[src/rtl/uart_tx_multi.sv]
`default_nettype none
// ============================================================================
// Module      : uart_tx_multi
// Description : Multi-channel UART transmitter. Each channel takes a byte on
//               a valid/ready handshake and serialises it as start, 8 data
//               bits (LSB first), optional parity and 1 or 2 stop bits on
//               its own registered TX pin. Channels run fully independently.
// Revision    : 1.0 - initial release
// ============================================================================
module uart_tx_multi #(
    parameter int CHANNELS     = 3,
    parameter int CLKS_PER_BIT = 16,
    parameter int PARITY       = 0,
    parameter int STOP_BITS    = 1
) (
    input  logic                  clk,
    input  logic                  reset,
    input  logic [8*CHANNELS-1:0] tx_data,
    input  logic [CHANNELS-1:0]   tx_valid,
    output logic [CHANNELS-1:0]   tx_ready,
    output logic [CHANNELS-1:0]   tx_pin,
    output logic [CHANNELS-1:0]   busy
);

    localparam int                  c_timer_w   = (CLKS_PER_BIT > 1) ? $clog2(CLKS_PER_BIT) : 1;
    localparam logic [c_timer_w-1:0] c_timer_max = c_timer_w'(CLKS_PER_BIT - 1);
    localparam logic [2:0]          c_stop_last = 3'(STOP_BITS - 1);

    typedef enum logic [2:0] {
        S_IDLE   = 3'd0,
        S_START  = 3'd1,
        S_DATA   = 3'd2,
        S_PARITY = 3'd3,
        S_STOP   = 3'd4
    } state_t;

    // Reject unsupported configurations at elaboration.
    generate
        if (CHANNELS < 1 || CHANNELS > 8) begin : g_bad_channels
            $error("uart_tx_multi: CHANNELS must be 1..8");
        end
        if (CLKS_PER_BIT < 2) begin : g_bad_clks
            $error("uart_tx_multi: CLKS_PER_BIT must be >= 2");
        end
        if (PARITY < 0 || PARITY > 2) begin : g_bad_parity
            $error("uart_tx_multi: PARITY must be 0, 1 or 2");
        end
        if (STOP_BITS < 1 || STOP_BITS > 2) begin : g_bad_stop
            $error("uart_tx_multi: STOP_BITS must be 1 or 2");
        end
    endgenerate

    generate
        for (genvar gi = 0; gi < CHANNELS; gi++) begin : g_ch
            state_t                r_state;
            state_t                w_state_next;
            logic [c_timer_w-1:0]  r_timer;
            logic [c_timer_w-1:0]  w_timer_next;
            logic [2:0]            r_idx;
            logic [2:0]            w_idx_next;
            logic [7:0]            r_shift;
            logic [7:0]            w_shift_next;
            logic                  r_par;
            logic                  w_par_next;
            logic                  r_pin;
            logic                  w_pin_next;
            logic [7:0]            w_byte;
            logic                  w_accept;
            logic                  w_bit_end;

            assign w_byte    = tx_data[8*gi +: 8];
            assign w_accept  = tx_valid[gi] && (r_state == S_IDLE);
            assign w_bit_end = (r_timer == c_timer_max);

            // State, timers, captured byte and the pin register; reset aborts any frame.
            always_ff @(posedge clk or posedge reset) begin
                if (reset) begin
                    r_state <= S_IDLE;
                    r_timer <= '0;
                    r_idx   <= '0;
                    r_shift <= '0;
                    r_par   <= 1'b0;
                    r_pin   <= 1'b1;
                end else begin
                    r_state <= w_state_next;
                    r_timer <= w_timer_next;
                    r_idx   <= w_idx_next;
                    r_shift <= w_shift_next;
                    r_par   <= w_par_next;
                    r_pin   <= w_pin_next;
                end
            end

            // Next-state logic; the pin register follows the current state, so
            // each bit appears on the line one cycle after its state begins.
            always_comb begin
                w_state_next = r_state;
                w_timer_next = w_bit_end ? '0 : r_timer + 1'b1;
                w_idx_next   = r_idx;
                w_shift_next = r_shift;
                w_par_next   = r_par;
                w_pin_next   = 1'b1;

                case (r_state)
                    S_IDLE: begin
                        w_timer_next = '0;
                        w_idx_next   = '0;
                        w_pin_next   = 1'b1;
                        if (w_accept) begin
                            w_shift_next = w_byte;
                            w_par_next   = (PARITY == 2) ? ~(^w_byte) : ^w_byte;
                            w_state_next = S_START;
                        end
                    end
                    S_START: begin
                        w_pin_next = 1'b0;
                        if (w_bit_end) begin
                            w_idx_next   = '0;
                            w_state_next = S_DATA;
                        end
                    end
                    S_DATA: begin
                        w_pin_next = r_shift[0];
                        if (w_bit_end) begin
                            w_shift_next = {1'b0, r_shift[7:1]};
                            if (r_idx == 3'd7) begin
                                w_idx_next   = '0;
                                w_state_next = (PARITY != 0) ? S_PARITY : S_STOP;
                            end else begin
                                w_idx_next = r_idx + 3'd1;
                            end
                        end
                    end
                    S_PARITY: begin
                        w_pin_next = r_par;
                        if (w_bit_end) begin
                            w_idx_next   = '0;
                            w_state_next = S_STOP;
                        end
                    end
                    S_STOP: begin
                        w_pin_next = 1'b1;
                        if (w_bit_end) begin
                            if (r_idx == c_stop_last) begin
                                w_idx_next   = '0;
                                w_state_next = S_IDLE;
                            end else begin
                                w_idx_next = r_idx + 3'd1;
                            end
                        end
                    end
                    default: begin
                        w_state_next = S_IDLE;
                        w_timer_next = '0;
                        w_idx_next   = '0;
                    end
                endcase
            end

            assign tx_ready[gi] = (r_state == S_IDLE);
            assign busy[gi]     = (r_state != S_IDLE);
            assign tx_pin[gi]   = r_pin;
        end
    endgenerate

endmodule
`default_nettype wire

[config.mk]
export PLATFORM = sky130hd
export DESIGN_NAME = uart_tx_multi
export DESIGN_NICKNAME = d
export VERILOG_FILES = /design/src/rtl/uart_tx_multi.sv
export SDC_FILE = /design/constraint.sdc
export NUM_CORES = 1
export LEC_CHECK = 0
export ABC_AREA = 1
export CAP_MARGIN = 20
export CORE_ASPECT_RATIO = 1.2
export CORE_UTILIZATION = 57
export DETAILED_ROUTE_END_ITERATION = 8
export PLACE_DENSITY = 0.8
export RECOVER_POWER = 25
export SLEW_MARGIN = 20
export SYNTH_ARGS = -nofsm -noshare
export SYNTH_HDL_FRONTEND = slang
export SYNTH_SLANG_ARGS = --single-unit
[constraint.sdc]
create_clock -name clk -period 2.7 [get_ports clk]
set_input_delay 0.54 -clock clk [delete_from_list [all_inputs] [get_ports clk]]
set_output_delay 0.54 -clock clk [all_outputs]
set_load 0.1 [all_outputs]
==> results of run 1 <==
[metal layers]
metal	track usage, %	routed length (microns)
met1	26.4	3070
met2	37.4	3360
met3	3.81	137
met4	11.0	108
met5	0	0
[cells in the final DEF, fill, tap and decap left out]
cell and instances:
clkinv_2 2, nand3b_1 1, dfstp_2 3, bufinv_16 1, nand2_2 5, clkinvlp_4 3, nand2_1 189, nor2_2 4
nor2_1 37, inv_2 5, o21a_1 1, clkdlybuf4s50_1 27, dfrtp_1 57, o21ai_4 2, nand3_2 2, nand2_4 1
o21ai_0 40, clkbuf_8 10, or2_1 1, a22oi_1 2, ha_1 12, nor3_1 2, xor2_1 7, nand3_1 31
a21oi_1 4, clkinv_4 1, or2_2 1, dlygate4sd3_1 1, o21ai_1 6, buf_12 1, inv_1 78, nand4_2 1
xnor2_1 10, nand4_1 2, buf_4 9, nor2_4 2
[how the worst max path moves through the flow]
stage,from,end,slack [ps],cells past startpoint
CTS,g_ch[0].r_state[1],tx_ready[0],630,4
global route,g_ch[0].r_state[1],tx_ready[0],530,4
global placement,tx_data[3],g_ch[0].r_par,970,8
floorplan,g_ch[1].r_state[0],tx_ready[1],60,3
finish,g_ch[0].r_state[1],tx_ready[0],630,4
detailed placement,tx_data[3],g_ch[0].r_par,950,9
[critical path: cells and delay by family, from the launching register on]
family | cells | cell delay [ps]
buf+inv | 2 | 370
simple gates | 2 | 360
flops | 1 | 450
[per-stage QoR]
step	setup slack (ps)	cells	hold slack [ps]	util [%]
6_report	634	643	460	69.7
5_1_grt	527	643	478	69.7
4_1_cts	625	643	434	69.7
3_5_place_dp	952	627	454	66.4
3_3_place_gp	970	627	453	66.4
2_1_floorplan	55.4	520	433	-
[power groups by stage]
stage               clock (W)  sequential [W]  combinational (W)
floorplan                   0         0.00111           0.000730
global placement            0         0.00113           0.000908
detailed placement          0         0.00113           0.000937
CTS                  0.000827         0.00112           0.000940
global route         0.000866         0.00114            0.00105
finish               0.000815         0.00112           0.000936
[sequential cells by signal, summed over array words and instances (netlist names)]
name / cells
g_ch.r_shift: 24
g_ch.r_timer: 12
g_ch.r_pin: 3
g_ch.r_idx: 9
g_ch.r_par: 3
g_ch.r_state: 9
[area by class of cell]
cell class                      count  area, sq um
Inverter                           84          319
Clock buffer                       10          138
Timing Repair Buffer               38          368
Clock inverter                      6         63.8
Fill cell                         524         1860
Multi-Input combinational cell    363         1770
Tap cell                           82          103
Sequential cell                    60         1510
[cell families (layout without fill, tap and decap cells)]
family                   count (synthesis)  after routing  synth area share [%]
AO/OA/AOI/OAI                           55             55                  8.30
XOR/XNOR                                17             17                  4.05
adder cells (fa/ha/maj)                 12             12                  4.08
buffers and inverters                   97            138                  10.9
flip-flops                              60             60                  40.9
AND/OR/NAND/NOR                        279            279                  31.7
==> metrics.txt, run 1 <==
most common flop cell mapped by yosys dfrtp_1; Post-synth top cells nand2_1, inv_1, dfrtp_1; Overall Power ~0.0029 W; H-tree Lvls 3; FF-to-FF Start g_ch[1].r_state[2]; worst endpoint required time about 2200 ps; CP max stage delay 450 ps; cell area after synthesis about 3700 sq um; CTS tree built; DR vias/cell 4.87; Max FO, Critical Path 6; Lkg Pwr about 2.3 nW; most common cell in the netlist nand2_1; Worst-path clk slew approximately 70 ps; Critical Path End Type primary output; CTS sink cnt 60; max-slew violation count 0; GRT overflow 0; crit path DAT ~1500 ps; crit-path cells nor2_1 > nand2_2 > clkinvlp_4 > buf_4; share of the synthesized area in the top cell type 38.8%; via count ~3100; maxcap violations 0; n_diodes 0; clock insertion delay at the later pin of the skew report roughly 340 ps; Die Y ~90 microns; Peak supply drop approximately 0.63 mV; Worst R2R Path Depth 9; die width between 70 and 80 microns; CTS Buffer Depth 2; vias in the first global route slightly below 3000; Setup Viol. Count Final 0; TNS Setup 0 ps; number of remaining DRC errors 0; Distinct cells, synth 31; sw frac between 30% and 40%; Min-Delay Path Class reg -> reg; CTS buffer count 9; slowest cell on the critical path dfrtp_1; Routed Antenna Nets 0; fmax between 400 and 500 MHz; final-stage net count 597; hold endpoint g_ch[2].r_timer[0]; Crit Path Class reg -> out; Max transition margin between 60% and 70%; number of synthesized flops with an enable pin 0; hold_buf cts 0; Avg Inst Size Synth between 7 and 8 sq um; PD cells 672 nW/um^2; FF+latch count, synth 60; Post-Route WL about 6700 microns; initial antenna violation count 0; post-detail-place hpwl about 5000 microns; synthesized netlist cell count 520; internal power 0.00175 W; register area share after synthesis roughly two fifths; drt pass-1 iters 4; Starting DRT DRC Count ~140; largest net degree at the start of global routing 52; Yosys warning count 0; FF-to-FF End g_ch[1].r_state[0]; # port buffers 37; fin crit period approximately 2100 ps; CP Launch Type flip-flop; Gates resized, CTS repair 0; # rows 31; Final Hold Fails 0; Flop pwr share a little under 40%; Post-synth ARST share 100%; first-pass GRT wire length between 10000 and 15000 microns; DR WL/cell 10.4 microns; proportion of layout cells with a drive suffix above 1 under 10%; DP Area 4070 sq um; synth-to-layout area growth 16.1%; largest area contributor in the netlist dfrtp_1; synth top area cells dfrtp_1, nand2_1, inv_1; Slew @ Worst Pin ~460 ps; Die ar. between 6000 and 7000 sq um; core area around 6100 sq um; Global Route Usage Sum 22.2%; Psw between 0.001 and 0.0015 W; hold depth 1; post-CTS setup buffers 0; startpoint of the worst hold path g_ch[2].r_timer[0]; gp weighted congestion 0.831; Clk pwr share approximately 28%; Starting Density 60.0%; root buf cell clkbuf_8; status finished, final reports clean; FF-to-FF setup slack roughly 1100 ps; RSZ-0062 raised after global routing false; Syn Nets 561; Design Area, Final approximately 4300 sq um; IO Pins 38; combinational power share between 30% and 40%; fin crit share 76.5%; clock skew slightly below 10 ps
No activity file was read; power rests on OpenSTA's default activity.
==> inputs of run 2 (changes only) <==
- CORE_UTILIZATION: 57 -> 52
- PLACE_DENSITY: 0.8 -> 0.77
- clock period: 2.7 -> 1.77 ns (I/O delays scaled with it)
==> metrics.txt, run 2 (synthesized netlist as in run 1, its figures left out) <==
fmax about 580 MHz; Crit Path Class reg -> out; Setup Viol. Count Final 0; CTS sink cnt 60; crit path DAT 1360 ps; GRT overflow 0; Die ar. around 7400 sq um; commonest non-fill, non-tap cells in the layout nand2_1, inv_1, dfrtp_1; Largest Register g_ch.r_shift; Slew @ Worst Pin roughly 780 ps; worst endpoint required time around 1400 ps; TNS Setup 0 ps; fin crit share a little over nine tenths; via count around 3200; first-pass GRT wire length about 12000 microns; CP max stage delay about 470 ps; Design Area, Final 4450 sq um; RSZ-0062 raised after global routing true; Min Hold Slack around 470 ps; CTS tree built; DP Cell Count about 630; n_diodes 0; Place WS roughly 230 ps; vias in the first global route a little over 3000; proportion of layout cells with a drive suffix above 1 approximately an eighth; Worst Path Buf+Inv 2; slowest cell on the critical path dfrtp_2; CTS Buffer Depth 2; Critical Path End Type primary output; initial antenna violation count 0; IO Pins 38; DR WL/cell roughly 10 microns; # rows 33; Max transition margin between 40% and 50%; Peak supply drop 1.39 mV; clock skew between 7 and 8 ps; DR vias/cell 4.97; hold_buf cts 0; maxcap violations 0; # port buffers 37; Starting Density a little over half; post-detail-place hpwl approximately 5000 microns; CTS buffer count 9; status finished, final reports clean; number of remaining DRC errors 0; DP Area approximately 4300 sq um; PD cells 1010 nW/um^2; clock insertion delay at the later pin of the skew report 340 ps; largest net degree at the start of global routing 61; Routed Antenna Nets 0; fin crit period 1720 ps; Min-Delay Path Class reg -> reg; Die Y 94.1 microns; most common cell after layout, fill and taps aside nand2_1; core area 6850 sq um; root buf cell clkbuf_8; delay-heaviest family, CP flip-flops; max FFs per register 24; final setup margin between 50 and 60 ps; Starting DRT DRC Count roughly 140; drt pass-1 iters 4; max-slew violation count 0; Max FO, Critical Path 7; Top Registers g_ch.r_shift (24), g_ch.r_timer (12); die width 78.8 microns; Worst-path clk slew approximately 70 ps; synth-to-layout area growth 21.1%; Global Route Usage Sum around 20%; FF-to-FF setup slack approximately 230 ps; Lkg Pwr approximately 2.3 nW; H-tree Lvls 3; CP Launch Type flip-flop; Post-Route WL approximately 6700 microns; Final Hold Fails 0; final-stage net count 600; crit-path cells nor2_4 > nand2_4 > clkinvlp_4 > buf_12; Finished Layout Cells between 600 and 700; gp weighted congestion just under 0.8
## run 2: path summary, 6_finish.rpt
path	to	cells past startpoint	startpoint
max	tx_ready[1]	4	g_ch[1].r_state[1]
min	g_ch[2].r_timer[0]	1	g_ch[2].r_timer[0]
max reg2reg	g_ch[2].r_shift[7]	7	g_ch[2].r_state[2]
min reg2reg	g_ch[2].r_timer[0]	1	g_ch[2].r_timer[0]
max in group asynchronous	g_ch[0].r_state[1]	3	reset
min in group asynchronous	g_ch[1].r_shift[7]	3	reset
## run 2: final cells by class
class / count / area (sq um)
fill: 613 / 2400
multi-input combinational: 363 / 1820
sequential: 60 / 1510
timing repair buffer: 41 / 490
inverter: 84 / 332
clock buffer: 9 / 124
tap: 87 / 109
clock inverter: 7 / 67.6
## run 2: metal layers
metal	GRT usage [%]	share of wire, %	vias to the layer above
li1	-	-	1674
met1	23.0	44	1512
met2	37.0	51	45
met3	3.98	3.0	6
met4	9.41	1.5	0
met5	0	0	-
## run 2: power breakdown
group          leakage [nW]  internal [W]  switching (W)
sequential            0.722       0.00157       0.000160
clock                0.0910      0.000641       0.000552
combinational          1.53      0.000548        0.00103
## run 2: repair_timing
item	CTS	global route
pin swaps	0	1
gates resized for setup	2	4
cloned	0	0
endpoints found under the setup margin	2	2
buffers inserted	0	1
## run 2: stage by stage
| stage | total power, W | utilization, % |
|---|---|---|
| after floorplan | 0.00284 | - |
| after CTS | 0.00453 | 65.0 |
| final | 0.00451 | 65.0 |
| after detailed placement | 0.00332 | 62.1 |
| after global placement | 0.00328 | 62.1 |
| after global routing | 0.00480 | 65.0 |
==> RTL change 1, RTL diff (flow settings as in run 2) <==
Set the parameter `CHANNELS` to 6 (it was 3).
--- a/src/rtl/uart_tx_multi.sv
+++ b/src/rtl/uart_tx_multi.sv
@@ -8,7 +8,7 @@
 // Revision    : 1.0 - initial release
 // ============================================================================
 module uart_tx_multi #(
-    parameter int CHANNELS     = 3,
+    parameter int CHANNELS     = 6,
     parameter int CLKS_PER_BIT = 16,
     parameter int PARITY       = 0,
     parameter int STOP_BITS    = 1
Ports: changed (5 resized); port bits go from 38 to 74. No check against the original RTL was run, so the function may have changed too.
==> RTL change 1 against run 2 <==
Combinational power shrank 71%; power grew 50%; sequential power grew 60%; synthesized area grew 93%; clock power grew to 3.0 times the old value; cell area grew 100%; die area grew 90%; worst setup slack lost 40 ps; register-to-register slack lost 90 ps; routed wire length grew 100%; first-iteration DRC count grew 81%; count of clock-buffer cells in the layout grew 15; sequential cell count grew 60; critical endpoint is now busy[0].
==> RTL change 1: results (changes against run 2) <==
** Drt
- Post-detailed-route via-to-cell ratio :: 4.863 (-2.2%)
- The length of routed met2 wiring was 7061 um (+100%).
- Detailed Route Iter0 Violations :: 244 (+81%)
- Total wire length :: 13730 um (+100%)
- Metal-1 WL :: 6009 um (+100%)
- The routed wire length per instance was 10.85 um (+5.3%).

** Clocking
- Number of buffers added by the clock tree synthesis step :: 17 (+8)
- Insertion delay of the later-clocked pin in the worst-skew pair :: 420 ps (+80 ps)
- The clock-pin slew reported for the worst setup and hold paths after clock tree synthesis was 50 ps (-20 ps).
- Post-CTS Hold Buffers :: 0 (unchanged)
- Max H-tree Level :: 4 (+1)
- The tree is rooted in a sky130_fd_sc_hd__clkbuf_16.

** Worst setup path
- Critical path capture point :: busy[0]
- Setup slack on the worst flop-to-flop path :: 140 ps (-90 ps)
- Reg-to-reg endpoint :: g_ch[3].r_state[2]$_DFFE_PP0P_
- Arrival time reported for the critical path endpoint :: 1400 ps (+40 ps)
- Reg-to-Reg Start :: g_ch[3].r_timer[0]$_DFF_PP0_
- CP max stage delay :: 430 ps (-40 ps)
- Max FO, Critical Path :: 3 (-4)

** Final layout
- The fraction of layout instances using a drive strength above 1 is 0.1531 (+0.03435).
- The number of filler instances in the final layout was 1061 (+73%).
- Leading registers by flop count :: g_ch.r_shift: 48 flops, g_ch.r_timer: 24 flops

** Timing
- Headroom to the max-slew limit :: 0.4509 (-0.03148)
- Worst Clk Skew :: 7.762 ps (+0.5348 ps)

** Pwr
- Peak VDD IR :: 0.0005118 V (-63%)
- Static Leakage :: 4.744 nW (+100%)

** Synth
- The mean instance size in the synthesized netlist was 7.290 um2 (+3.1%).
- Synthesized net count :: 1052 (+88%)
- The total of flip-flops plus latches after synthesis came to 120 (+100%).
- Count of different cell masters after synthesis :: 37 (+19%)
- The sequential cell area fraction in the yosys report is 0.4249 (+0.01554).
- After synthesis, the most frequently instantiated cells are sky130_fd_sc_hd__nand2_1, sky130_fd_sc_hd__inv_1, sky130_fd_sc_hd__dfrtp_1.
- Cell types occupying the most area after synthesis :: sky130_fd_sc_hd__dfrtp_1, sky130_fd_sc_hd__nand2_1, sky130_fd_sc_hd__inv_1

** Global route
- Number of global-route vias before repair :: 5684 (+87%)
- Wire length of the first global-routing pass :: 23660 um (+97%)
- The pin count of the biggest net entering global routing is 63 (+3.3%).

** Placement
- The placed wire-length estimate after detailed placement came to 9385 um (+87%).
- Number of cells in the design after placement :: 1202 (+90%)
- The number of buffers inserted by port buffering was 73 (+97%).
- Final weighted congestion in routability-driven placement :: 0.8159 (+3.4%)

** Outcome
- Outcome :: finished, final reports clean
RTL change 1: layout make-up:
type	instances	share of cell area
clock buffers	24	0.05420
well taps	168	0.02317
inverters	171	0.07130
multi-input cells	657	0.3682
repair buffers	117	0.1368
flip-flops and latches	120	0.3333
clock inverters	8	0.01296
RTL change 1: metrics by stage:
step                      setup WS, ps  power [mW]  hold slack [ps]  TNS, ps  instance area, um2
after floorplan                 -816.7       3.056            433.1   -19880                7172
after global placement           240.6       3.268            448.9        0                8228
after detailed placement         216.1       3.276            452.8        0                8228
after CTS                       -21.46       6.818            404.8   -21.46                8957
after global routing            -46.11       7.001            481.5   -111.3                9072
final                            14.24       6.740            457.3        0                9072
RTL change 1: cell families after synthesis:
group / synth area share
xor gates and xnor gates: 0.02719
DFF: 0.4249
adders and majority gates: 0.04238
and+or+nand+nor: 0.2848
buffers and inverters: 0.1155
AOI/OAI and AO/OA: 0.1052
RTL change 1: power by group:
| group | internal [mW] | switching (mW) | total (mW) |
|---|---|---|---|
| clock network | 2.35 | 1.17 | 3.52 |
| registers | 2.76 | 0.00446 | 2.76 |
| logic | 0.205 | 0.248 | 0.453 |
| total | 5.31 | 1.43 | 6.74 |
RTL change 1: how the worst min path moves through the flow:
stage | from | to | slack (ps) | cells after the start
floorplan | g_ch[0].r_timer[0]$_DFF_PP0_ | g_ch[0].r_timer[0]$_DFF_PP0_ | 430 | 1
global placement | g_ch[3].r_timer[0]$_DFF_PP0_ | g_ch[3].r_timer[0]$_DFF_PP0_ | 450 | 1
detailed placement | g_ch[0].r_timer[0]$_DFF_PP0_ | g_ch[0].r_timer[0]$_DFF_PP0_ | 450 | 1
CTS | reset | g_ch[5].r_shift[7]$_DFFE_PP0P_ | 400 | 3
global route | g_ch[2].r_timer[0]$_DFF_PP0_ | g_ch[2].r_timer[0]$_DFF_PP0_ | 480 | 1
finish | g_ch[0].r_timer[0]$_DFF_PP0_ | g_ch[0].r_timer[0]$_DFF_PP0_ | 460 | 1
RTL change 1: metal layers:
layer | GRT usage | up-vias
met5 | 0 | -
met4 | 0.08983 | 0
met3 | 0.05045 | 18
met2 | 0.3701 | 93
met1 | 0.2480 | 2812
li1 | - | 3229
RTL change 1: what timing repair did:
item                       4_1_cts  5_1_grt
gates cloned                     0        0
gates resized for setup         18        4
pin swaps                        6        4
setup buffers                   13       18
setup endpoints to repair        9        8
==> RTL change 2, RTL diff (settings of run 2) <==
Without the edit above. Encoding of `state_t`: now Gray code (3 bits for 5 states).
--- a/src/rtl/uart_tx_multi.sv
+++ b/src/rtl/uart_tx_multi.sv
@@ -27,11 +27,11 @@
     localparam logic [2:0]          c_stop_last = 3'(STOP_BITS - 1);
 
     typedef enum logic [2:0] {
-        S_IDLE   = 3'd0,
-        S_START  = 3'd1,
-        S_DATA   = 3'd2,
-        S_PARITY = 3'd3,
-        S_STOP   = 3'd4
+        S_IDLE   = 3'b000,
+        S_START  = 3'b001,
+        S_DATA   = 3'b011,
+        S_PARITY = 3'b010,
+        S_STOP   = 3'b110
     } state_t;
 
     // Reject unsupported configurations at elaboration.
Function: same outputs for any inputs over 10 cycles, from zero or initial values and one cycle with reset high; not proved beyond that.
==> RTL change 2 against run 2 <==
Sequential cell count stayed put; critical path depth is 1 higher; via count down 3.8%; cell area up 1.1%; routed wire length rose by 0.37%; worst setup slack better by 2.2 ps; synthesized area increased by 2.0%; critical path type unchanged; critical endpoint is now busy[1].
Power is not compared: it rests on default switching activity, and its combinational part moved more than twofold at a synthesized area within 25%.
==> RTL change 2: results (changes against run 2) <==
** Final layout
- Layout cell share with drive strength beyond 1 :: 0.1670 (+0.04817)
- The relative area of clock buffers and inverters in the final design is 0.04030 (-0.002677).
- The clock buffer count in the final layout came to 15 (+6).
- The flip-flop and latch share of the layout cell area was 0.3349 (-0.004136).
- The number of multi-input combinational cells is 341 (-6.1%).
- Fraction of area in multi-input gates :: 0.3980 (-0.01099)
- The count of non-filler cells in the finished layout came to 650 (-0.15%).
- Fillers :: 600 (-2.1%)
- Share of final layout cell area taken by non-clock buffers :: 0.1223 (+0.01218)
- The number of ordinary and repair buffers in the finished layout came to 50 (+22%).

** Placement
- Placed inst area :: 0.004280 mm2 (+0.59%)
- The weighted congestion reported at the end of routability-driven placement came to 0.7753 (-1.8%).
- The placed wire-length estimate after detailed placement came to 5111 um (+1.9%).
- Pre-CTS worst setup slack :: 172.9 ps (-54.22 ps)

** Pwr
- Static Leakage :: between 2 and 2.5 nW

** Global route
- The pin count of the biggest net entering global routing is 31 (-49%).
- Wire length of the first global-routing pass :: 11700 um (-2.5%)
- Number of global-route vias before repair :: 2833 (-6.7%)
- Met2 track demand over resource :: 0.3511 (-0.01843)
- Routing usage on met1 :: 0.2314 (+0.0009548)
- The total global-route track usage was 0.1979 (-0.006975).
- The met3 usage in global routing was 0.02584 (-0.01397).

** Synth
- Synth top cells by count :: sky130_fd_sc_hd__nand2_1, sky130_fd_sc_hd__inv_1, sky130_fd_sc_hd__dfrtp_1
- Sequential area share after synthesis :: 0.4014 (-0.007921)
- Synthesized-area fraction occupied by xor and xnor cells :: 0.009343 (-0.03115)
- The complex-gate fraction of the synthesized area was 0.1371 (+0.05412).
- Synthesized-area fraction occupied by adder cells :: 0.04004 (-0.0007902)
- Count of mapped cells out of synthesis :: 508 (-2.3%)
- The number of warnings printed during yosys synthesis was 0 (unchanged).

** Drt
- Post-detailed-route via-to-cell ratio :: 4.792 (-3.6%)
- Detailed Route Iter0 Violations :: 98 (-27%)
- Total wire length :: 6737 um (+0.37%)

** Floorplanning
- The full die area is 0.007556 mm2 (+1.9%).

** Timing
- The worst relative slew slack was 0.4821 (about the same).
- Worst Clk Skew :: 6.711 ps (-0.5161 ps)

** Clocking
- The source-to-sink clock delay at the later pin of the worst-skew pair is 340 ps (about the same).

** Worst setup path
- Slowest cell on crit path :: sky130_fd_sc_hd__dfrtp_1
- Max FO, Critical Path :: 4 (-3)
- CP max stage delay :: 410 ps (-60 ps)

** Outcome
- The flow ran to the end, and the final reports show no timing, DRC or antenna violations.
## RTL change 2: cell count changes after synthesis, sizes merged, moves of 3 or more
cell    change
nand3       -3
o21ai      +21
inv        +11
clkbuf      -3
nor2        -4
nand4       -3
nand2      -19
xor2        -7
xnor2       -6
## RTL change 2: report_power, final
part | internal (mW) | switching [mW] | leakage (nW) | total, mW
Clock | 0.623 | 0.510 | 0.0937 | 1.13
Sequential | 1.93 | 0.319 | 0.762 | 2.25
Combinational | 1.45 | 2.65 | 1.58 | 4.10
Total | 4.00 | 3.48 | 2.43 | 7.48
## RTL change 2: repair_timing
action,in CTS,in global routing
buffers inserted,1,7
setup endpoints to repair,1,2
resized for setup,0,3
pin swaps,1,2
## RTL change 2: logic make-up (layout without fill, tap and decap cells)
group,count (synthesis),after routing
simple gates,245,245
buf+inv,107,162
compound gates,80,80
flops,60,60
fa+ha+maj,12,12
xor+xnor,4,4
## RTL change 2: final timing paths
kind / slack, ps / from / endpoint / cells after the start
max: 60 / g_ch[1].r_state[2]$_DFFE_PP0P_ / busy[1] / 5
min: 460 / g_ch[0].r_timer[0]$_DFF_PP0_ / g_ch[0].r_timer[0]$_DFF_PP0_ / 1
max reg2reg: 170 / g_ch[1].r_state[2]$_DFFE_PP0P_ / g_ch[1].r_shift[7]$_DFFE_PP0P_ / 5
min reg2reg: 460 / g_ch[0].r_timer[0]$_DFF_PP0_ / g_ch[0].r_timer[0]$_DFF_PP0_ / 1
max in group asynchronous: 300 / reset / g_ch[1].r_state[1]$_DFFE_PP0P_ / 3
min in group asynchronous: 560 / reset / g_ch[2].r_shift[6]$_DFFE_PP0P_ / 2
## RTL change 2: per-layer routing
metal	routed length (um)	up-vias	part of all wire
li1	-	1658	-
met1	3043	1406	0.45
met2	3397	37	0.50
met3	153	14	0.023
met4	142	0	0.021
met5	0	-	0
